<file path="config.mk">
export PLATFORM = sky130hd
export DESIGN_NAME = ex_stage_hs
export DESIGN_NICKNAME = d
export VERILOG_FILES = /design/src/rtl/ex_pkg.sv /design/src/rtl/ex_mul_iter.sv /design/src/rtl/ex_stage_hs.sv
export SDC_FILE = /design/constraint.sdc
export NUM_CORES = 2
export LEC_CHECK = 0
export CAP_MARGIN = 15
export CORE_ASPECT_RATIO = 1.25
export CORE_MARGIN = 2
export CORE_UTILIZATION = 45
export DETAILED_ROUTE_END_ITERATION = 6
export PLACE_DENSITY = 0.71
export SLEW_MARGIN = 20
export SYNTH_ARGS = -nofsm -noshare
export SYNTH_HDL_FRONTEND = slang
export SYNTH_SLANG_ARGS = --single-unit
export TNS_END_PERCENT = 20
</file>
<file path="constraint.sdc">
create_clock -name clk -period 3.97 [get_ports clk]
set_input_delay 0.397 -clock clk [delete_from_list [all_inputs] [get_ports clk]]
set_output_delay 0.397 -clock clk [all_outputs]
set_load 0.01 [all_outputs]
</file>
<file path="src/rtl/ex_pkg.sv">
// Shared constants and types for the execute stage: RV opcodes, funct3
// encodings for ALU and branch compares, the M-extension funct7 and the
// stage FSM state type.
package ex_pkg;

    // Major opcodes (ir[6:0])
    localparam logic [6:0] OPC_LUI    = 7'b0110111;
    localparam logic [6:0] OPC_AUIPC  = 7'b0010111;
    localparam logic [6:0] OPC_LOAD   = 7'b0000011;
    localparam logic [6:0] OPC_STORE  = 7'b0100011;
    localparam logic [6:0] OPC_OPIMM  = 7'b0010011;
    localparam logic [6:0] OPC_OP     = 7'b0110011;
    localparam logic [6:0] OPC_JAL    = 7'b1101111;
    localparam logic [6:0] OPC_JALR   = 7'b1100111;
    localparam logic [6:0] OPC_BRANCH = 7'b1100011;

    // ALU funct3
    localparam logic [2:0] F3_ADD  = 3'b000;
    localparam logic [2:0] F3_SLL  = 3'b001;
    localparam logic [2:0] F3_SLT  = 3'b010;
    localparam logic [2:0] F3_SLTU = 3'b011;
    localparam logic [2:0] F3_XOR  = 3'b100;
    localparam logic [2:0] F3_SR   = 3'b101;
    localparam logic [2:0] F3_OR   = 3'b110;
    localparam logic [2:0] F3_AND  = 3'b111;

    // Branch funct3
    localparam logic [2:0] BR_EQ  = 3'b000;
    localparam logic [2:0] BR_NE  = 3'b001;
    localparam logic [2:0] BR_LT  = 3'b100;
    localparam logic [2:0] BR_GE  = 3'b101;
    localparam logic [2:0] BR_LTU = 3'b110;
    localparam logic [2:0] BR_GEU = 3'b111;

    // funct7 marking the M extension on OP
    localparam logic [6:0] F7_MUL = 7'b0000001;

    // Stage FSM: IDLE accepts work, BUSY iterates the multiplier,
    // DONE is the single cycle that writes the product to the output regs.
    typedef enum logic [1:0] {
        IDLE = 2'd0,
        BUSY = 2'd1,
        DONE = 2'd2
    } ex_state_e;

    // True for the only M-extension op this stage executes iteratively.
    function automatic logic is_mul_insn(input logic [31:0] ir);
        return (ir[6:0] == OPC_OP) && (ir[31:25] == F7_MUL) && (ir[14:12] == F3_ADD);
    endfunction

endpackage

</file>
<file path="src/rtl/ex_mul_iter.sv">
// Radix-2 shift-add multiplier. One partial-product step per cycle for XLEN
// cycles after start; only the low XLEN bits of the product are kept since
// the pipeline only implements MUL (not MULH*). abort drops any work in flight.
module ex_mul_iter #(
    parameter int XLEN = 32
) (
    input  logic            clk,
    input  logic            rst,
    input  logic            start,
    input  logic            abort,
    input  logic [XLEN-1:0] a,
    input  logic [XLEN-1:0] b,
    output logic            last_step,
    output logic            done,
    output logic [XLEN-1:0] product
);
    localparam int CW = $clog2(XLEN);

    logic            running;
    logic [CW-1:0]   cnt;
    logic [XLEN-1:0] mcand;
    logic [XLEN-1:0] mplier;
    logic [XLEN-1:0] acc;

    // The step taken this cycle is the final one; lets the owner move to DONE
    // on the same edge that completes the accumulation.
    assign last_step = running & (cnt == CW'(XLEN - 1));
    assign product   = acc;

    // Operand load on start, then shift multiplicand left / multiplier right,
    // adding the multiplicand whenever the current multiplier LSB is set.
    always_ff @(posedge clk) begin
        if (rst) begin
            running <= 1'b0;
            cnt     <= '0;
            done    <= 1'b0;
            mcand   <= '0;
            mplier  <= '0;
            acc     <= '0;
        end else if (abort) begin
            running <= 1'b0;
            cnt     <= '0;
            done    <= 1'b0;
        end else begin
            done <= 1'b0;
            if (start) begin
                running <= 1'b1;
                cnt     <= '0;
                mcand   <= a;
                mplier  <= b;
                acc     <= '0;
            end else if (running) begin
                if (mplier[0]) begin
                    acc <= acc + mcand;
                end
                mcand  <= mcand << 1;
                mplier <= mplier >> 1;
                if (last_step) begin
                    running <= 1'b0;
                    cnt     <= '0;
                    done    <= 1'b1;
                end else begin
                    cnt <= cnt + CW'(1);
                end
            end
        end
    end

endmodule

</file>
<file path="src/rtl/ex_stage_hs.sv">
// Execute stage with valid/ready on both sides. ALU, comparator and branch
// resolution are single-cycle; MUL runs on the iterative multiplier.
//
// Handshake: a transfer happens on a rising edge where valid & ready are both
// high. The producer holds its payload stable while valid & ~ready; ready may
// depend combinationally on the consumer side (in_ready uses out_ready) but
// valid never depends on ready. flush kills the held result and any multiply.
module ex_stage_hs
    import ex_pkg::*;
#(
    parameter int XLEN   = 32,
    parameter bit MUL_EN = 1'b1
) (
    input  logic            clk,
    input  logic            rst,
    input  logic            in_valid,
    output logic            in_ready,
    input  logic [31:0]     ir,
    input  logic [XLEN-1:0] imm,
    input  logic [XLEN-1:0] a,
    input  logic [XLEN-1:0] b,
    input  logic [XLEN-1:0] pc,
    input  logic            flush,
    output logic            out_valid,
    input  logic            out_ready,
    output logic [31:0]     ir_out,
    output logic [XLEN-1:0] alu_out,
    output logic            comp_out,
    output logic [XLEN-1:0] pc_out,
    output logic [XLEN-1:0] b_out,
    output logic            br_taken,
    output logic [XLEN-1:0] br_target
);
    localparam int SHW = $clog2(XLEN);

    ex_state_e       state;
    ex_state_e       state_nxt;

    logic [6:0]      opcode;
    logic [2:0]      f3;
    logic [6:0]      f7;
    logic            accept;
    logic            is_mul;
    logic            mul_start;
    logic            mul_last;
    logic            mul_done;
    logic [XLEN-1:0] mul_product;

    logic [XLEN-1:0] res_alu;
    logic            res_comp;
    logic            res_taken;
    logic [XLEN-1:0] res_target;

    assign opcode = ir[6:0];
    assign f3     = ir[14:12];
    assign f7     = ir[31:25];

    // Integer ALU for OP / OP-IMM. sub_ok is set only for register-register
    // ops, because on OP-IMM ir[30] is immediate bits, not a SUB select.
    function automatic logic [XLEN-1:0] alu_f(input logic [2:0] fn,
                                              input logic [XLEN-1:0] x,
                                              input logic [XLEN-1:0] y,
                                              input logic alt,
                                              input logic sub_ok);
        logic [XLEN-1:0] r;
        logic [SHW-1:0]  sh;
        sh = y[SHW-1:0];
        r  = '0;
        case (fn)
            F3_ADD:  r = (sub_ok && alt) ? (x - y) : (x + y);
            F3_SLL:  r = x << sh;
            F3_SLT:  r = {{(XLEN-1){1'b0}}, ($signed(x) < $signed(y))};
            F3_SLTU: r = {{(XLEN-1){1'b0}}, (x < y)};
            F3_XOR:  r = x ^ y;
            F3_SR: begin
                if (alt) r = $signed(x) >>> sh;
                else     r = x >> sh;
            end
            F3_OR:   r = x | y;
            F3_AND:  r = x & y;
            default: r = '0;
        endcase
        return r;
    endfunction

    // Comparator bit reported on comp_out for SLT/SLTU; zero for other ALU ops.
    function automatic logic slt_bit(input logic [2:0] fn,
                                     input logic [XLEN-1:0] x,
                                     input logic [XLEN-1:0] y);
        logic r;
        r = 1'b0;
        if (fn == F3_SLT)  r = $signed(x) < $signed(y);
        if (fn == F3_SLTU) r = x < y;
        return r;
    endfunction

    // Branch condition; the two reserved funct3 codes never take.
    function automatic logic br_cond(input logic [2:0] fn,
                                     input logic [XLEN-1:0] x,
                                     input logic [XLEN-1:0] y);
        logic r;
        r = 1'b0;
        case (fn)
            BR_EQ:   r = (x == y);
            BR_NE:   r = (x != y);
            BR_LT:   r = ($signed(x) <  $signed(y));
            BR_GE:   r = ($signed(x) >= $signed(y));
            BR_LTU:  r = (x <  y);
            BR_GEU:  r = (x >= y);
            default: r = 1'b0;
        endcase
        return r;
    endfunction

    // Decode and compute the single-cycle result for the instruction on the input.
    always_comb begin
        res_alu    = '0;
        res_comp   = 1'b0;
        res_taken  = 1'b0;
        res_target = pc + imm;
        is_mul     = 1'b0;
        case (opcode)
            OPC_LUI:   res_alu = imm;
            OPC_AUIPC: res_alu = pc + imm;
            OPC_LOAD,
            OPC_STORE: res_alu = a + imm;
            OPC_OPIMM: begin
                res_alu  = alu_f(f3, a, imm, ir[30], 1'b0);
                res_comp = slt_bit(f3, a, imm);
            end
            OPC_OP: begin
                if (f7 == F7_MUL) begin
                    // Only MUL is iterative; other M ops (and MUL when disabled) yield 0.
                    is_mul = MUL_EN && is_mul_insn(ir);
                end else begin
                    res_alu  = alu_f(f3, a, b, ir[30], 1'b1);
                    res_comp = slt_bit(f3, a, b);
                end
            end
            OPC_JAL: begin
                res_alu   = pc + XLEN'(4);
                res_taken = 1'b1;
            end
            OPC_JALR: begin
                res_alu    = pc + XLEN'(4);
                res_taken  = 1'b1;
                res_target = (a + imm) & ~XLEN'(1);
            end
            OPC_BRANCH: begin
                res_alu   = pc + imm;
                res_comp  = br_cond(f3, a, b);
                res_taken = res_comp;
            end
            default: ;
        endcase
    end

    assign in_ready  = ~rst & (state == IDLE) & (~out_valid | out_ready) & ~flush;
    assign accept    = in_valid & in_ready;
    assign mul_start = accept & is_mul;

    ex_mul_iter #(
        .XLEN (XLEN)
    ) u_mul (
        .clk       (clk),
        .rst       (rst),
        .start     (mul_start),
        .abort     (flush),
        .a         (a),
        .b         (b),
        .last_step (mul_last),
        .done      (mul_done),
        .product   (mul_product)
    );

    // FSM state register.
    always_ff @(posedge clk) begin
        if (rst) state <= IDLE;
        else     state <= state_nxt;
    end

    // FSM next state: a multiply parks the stage in BUSY until the last step,
    // then one DONE cycle to publish the product. flush always returns to IDLE.
    always_comb begin
        state_nxt = state;
        if (flush) begin
            state_nxt = IDLE;
        end else begin
            case (state)
                IDLE:    if (mul_start) state_nxt = BUSY;
                BUSY:    if (mul_last)  state_nxt = DONE;
                DONE:    state_nxt = IDLE;
                default: state_nxt = IDLE;
            endcase
        end
    end

    // Output registers: load on accept, publish the product in DONE, drop
    // out_valid after a transfer. A multiply latches its side fields at accept
    // and keeps out_valid low until DONE.
    always_ff @(posedge clk) begin
        if (rst) begin
            out_valid <= 1'b0;
            ir_out    <= '0;
            alu_out   <= '0;
            comp_out  <= 1'b0;
            pc_out    <= '0;
            b_out     <= '0;
            br_taken  <= 1'b0;
            br_target <= '0;
        end else if (flush) begin
            out_valid <= 1'b0;
        end else if (accept) begin
            ir_out    <= ir;
            pc_out    <= pc;
            b_out     <= b;
            comp_out  <= res_comp;
            br_taken  <= res_taken;
            br_target <= res_target;
            if (is_mul) begin
                alu_out   <= '0;
                out_valid <= 1'b0;
            end else begin
                alu_out   <= res_alu;
                out_valid <= 1'b1;
            end
        end else if ((state == DONE) && mul_done) begin
            alu_out   <= mul_product;
            out_valid <= 1'b1;
        end else if (out_ready) begin
            out_valid <= 1'b0;
        end
    end

endmodule

</file>
==> results_dict.tcl <==
set metrics [dict create \
    grt_max_degree 125 \
    final.min_clock_period_ps 3970 \
    layout.nets 5585 \
    r2r_setup_slack_ps 410 \
    clk_pin_slew_ps 60 \
    rsz0062_at_grt "true" \
    p_leak_nw 17.3 \
    fmax_ghz 0.252 \
    clockBufferDepth 3 \
    reg2reg_from "u_mul.product[12]" \
    crit_slowest_cell "clkdlybuf4s50_1" \
    startpoint "a[7]" \
    final_util_pct 61.2 \
    slew_headroom_pct 27.0 \
    synth_top_family_by_area "compound AO/OA/AOI/OAI gates" \
    worst_pin_slew_ps 1090 \
    ys_types 97 \
    num_rows 107 \
    status "complete, but fails checks" \
    layout-drive-gt1-share_pct 20.5 \
    dieArea_um2 71400 \
    cp-endpoint "alu_out[30]" \
    critPathRequiredTime_ps 4470 \
    route.detailed.drc 2 \
    critical_path.top_delay_family "compound AO/OA/AOI/OAI gates" \
    initialDrtViolationCount 5607 \
    drv_cap 0 \
    crit_fanout 4 \
    antenna_found_initial 12 \
    ir_drop_uv 381 \
    synthFlopType "dfxtp_1" \
    synth-edff-count 0 \
    wl_per_cell_um 29.2 \
    htreeDepth 1 \
    synth_area_leaders "dfxtp_1 (17%), ha_1 (10%), a21oi_1 (7.9%)" \
    grt_overflow 0 \
    io_buffer_count 328 \
    cts_inserted_buffers 31 \
    path_depth 15 \
    power.density_nw_per_um2 255 \
    tritoncts "built" \
    insertion_delay_ps 650 \
    cts_num_sinks 268 \
    ys_ff_latch 268 \
    synth_compound_area_share_pct 30.2 \
    synth.avg_cell_area_um2 7.16 \
    hp-class "in2reg" \
    synth_top_area_share_pct 17.2 \
    slowest_delay_ps 520 \
    r2r_end "u_mul.product[31]" \
    endpoint_kind "flip-flop" \
    synth_top_area_cell "dfxtp_1" \
    post-synth-top-count-cell "nor2_1" \
    synth-simple-area-share_pct 19.4 \
    start_util_pct 45.5 \
    crit_arrival_ps 4460 \
    routed_via_density 6.49 \
    cts_root_buffer "clkbuf_16" \
    synth_seq_area_share_pct 17.2 \
    slew_violations 0 \
    globalplace.congestion 1.13 \
    cp-start-kind "input port" \
    async_flop_share_pct 0 \
    synth_common_cells "nor2_1 (573), nand2_1 (497), a21oi_1 (492), o21ai_0 (330), dfxtp_1 (268)" \
    synthAdderAreaFrac_pct 10.7 \
    timing.final.crit_share_pct 100 \
    skew_ps 43.5 \
    ys.warnings.count 0 \
    area_growth_pct 34.3 \
    wl_mm 179 \
    place_area_um2 40600 \
    vias 39700 \
    final_cell_area_um2 41900 \
    synthMuxAreaShare_pct 11.5 \
    finalHoldViolations 0 \
    grt_usage_pct 48.4 \
    syn_inst 4350 \
    path_cells "clkdlybuf4s50_1, inv_1, ha_1, inv_1, nor3_1, o31ai_2, buf_4, o211ai_1, o211ai_1, a31oi_2, a31oi_2, mux2_2, o221ai_1, o21ai_0, a311o_1" \
    num_io_pins 329 \
    critPathKind "in2reg" \
    grt_pass1_wl_mm 254 \
    fill_cells 6397 \
    setup_viol_count_final 0 \
    core_area_um2 68400 \
    syn_area_um2 31200 \
    dp_hpwl_mm 141 \
    synth_xor_area_share_pct 3.94 \
    fp.dieW_um 239 \
    drt-pass1-iter-count 7 \
    worst-path-buf-inv 4 \
    die_h_um 298 \
    grt_pass1_vias 37000 \
    rr_worst_depth 12 \
    syn_nets 4779 \
    ant_nets 0 \
    violations "DRC" \
]
[per-stage QoR]
step           setup WS (ps)  setup TNS [ps]  hold slack (ps)  total power [mW]  cells
2_1_floorplan           6.75               0              427              5.01   4350
3_3_place_gp            -735          -15590              440              7.38   6048
3_5_place_dp            -702          -14690              442              7.38   6048
4_1_cts                 9.84               0             75.5              10.5   6105
5_1_grt                -43.1            -138              130              11.0   6111
6_report               0.772               0             99.9              10.7   6116
[cells in the final DEF (no fill, tap or decap), types with 141 or more instances in the layout]
master,count
a211oi_1,141
mux2i_1,142
clkdlybuf4s50_1,315
nor2_1,570
inv_1,162
ha_1,259
nand2_1,496
o21ai_0,328
dfxtp_1,268
a21oi_1,490
buf_4,778
[registers in the layout, indices dropped and copies added (netlist names)]
register,count
state,2
u_mul.cnt,5
ir_out,32
u_mul.running,1
u_mul.mplier,32
u_mul.done,1
pc_out,32
br_target,32
br_taken,1
out_valid,1
b_out,32
comp_out,1
alu_out,32
u_mul.mcand,32
u_mul.product,32
[timing repair]
action | 4_1_cts | 5_1_grt
setup endpoints to repair | 5 | 18
buffers inserted | 0 | 0
resized for setup | 2 | 21
hold buffers | 0 | 0
gates cloned | 0 | 0
pin swaps | 0 | 5
[power by group]
part | internal, mW | switching, mW
registers | 2.75 | 0.0383
clock network | 1.77 | 1.33
logic | 1.98 | 2.81
[logic make-up (layout without fill, tap and decap cells)]
family                     Yosys count  after routing
DFF                                268            268
adders and majority gates          264            264
muxes                              251            251
other                                0             10
and+or+nand+nor                   1411           1411
buffers and inverters              532           1362
AOI/OAI and AO/OA                 1484           1484
xor gates and xnor gates           140            140
[metal layers]
metal / global-route usage (%) / wire, um
met2: 70.1 / 73100
met4: 38.1 / 17600
met1: 60.8 / 66800
met5: 0 / 25
met3: 12.1 / 21000
[worst min-delay path: cells and delay by family]
family / cells / cell delay (ps)
buffers and inverters: 1 / 170
AO/OA/AOI/OAI: 1 / 50
AND/OR/NAND/NOR: 1 / 70
[how the worst min path moves through the flow]
stage                 start           end  slack (ps)  depth (start not counted)
2_1_floorplan      state[0]      state[1]         430                          2
3_3_place_gp     ir_out[11]    ir_out[11]         440                          2
3_5_place_dp   br_target[2]  br_target[2]         440                          2
4_1_cts                b[1]      b_out[1]          80                          3
5_1_grt                b[1]      b_out[1]         130                          3
6_report               b[1]      b_out[1]         100                          3
[cell type report]
cell class	instances	area [um2]	share of cell area (%)
inverter	165	619	1.48
timing repair buffer	1140	9790	23.4
antenna	10	25.0	0.0598
multi-input combinational	3550	23800	56.9
clock buffer	38	872	2.08
tap	926	1160	2.77
sequential	268	5370	12.8
clock inverter	19	218	0.520
No activity file was read; power rests on OpenSTA's default activity.
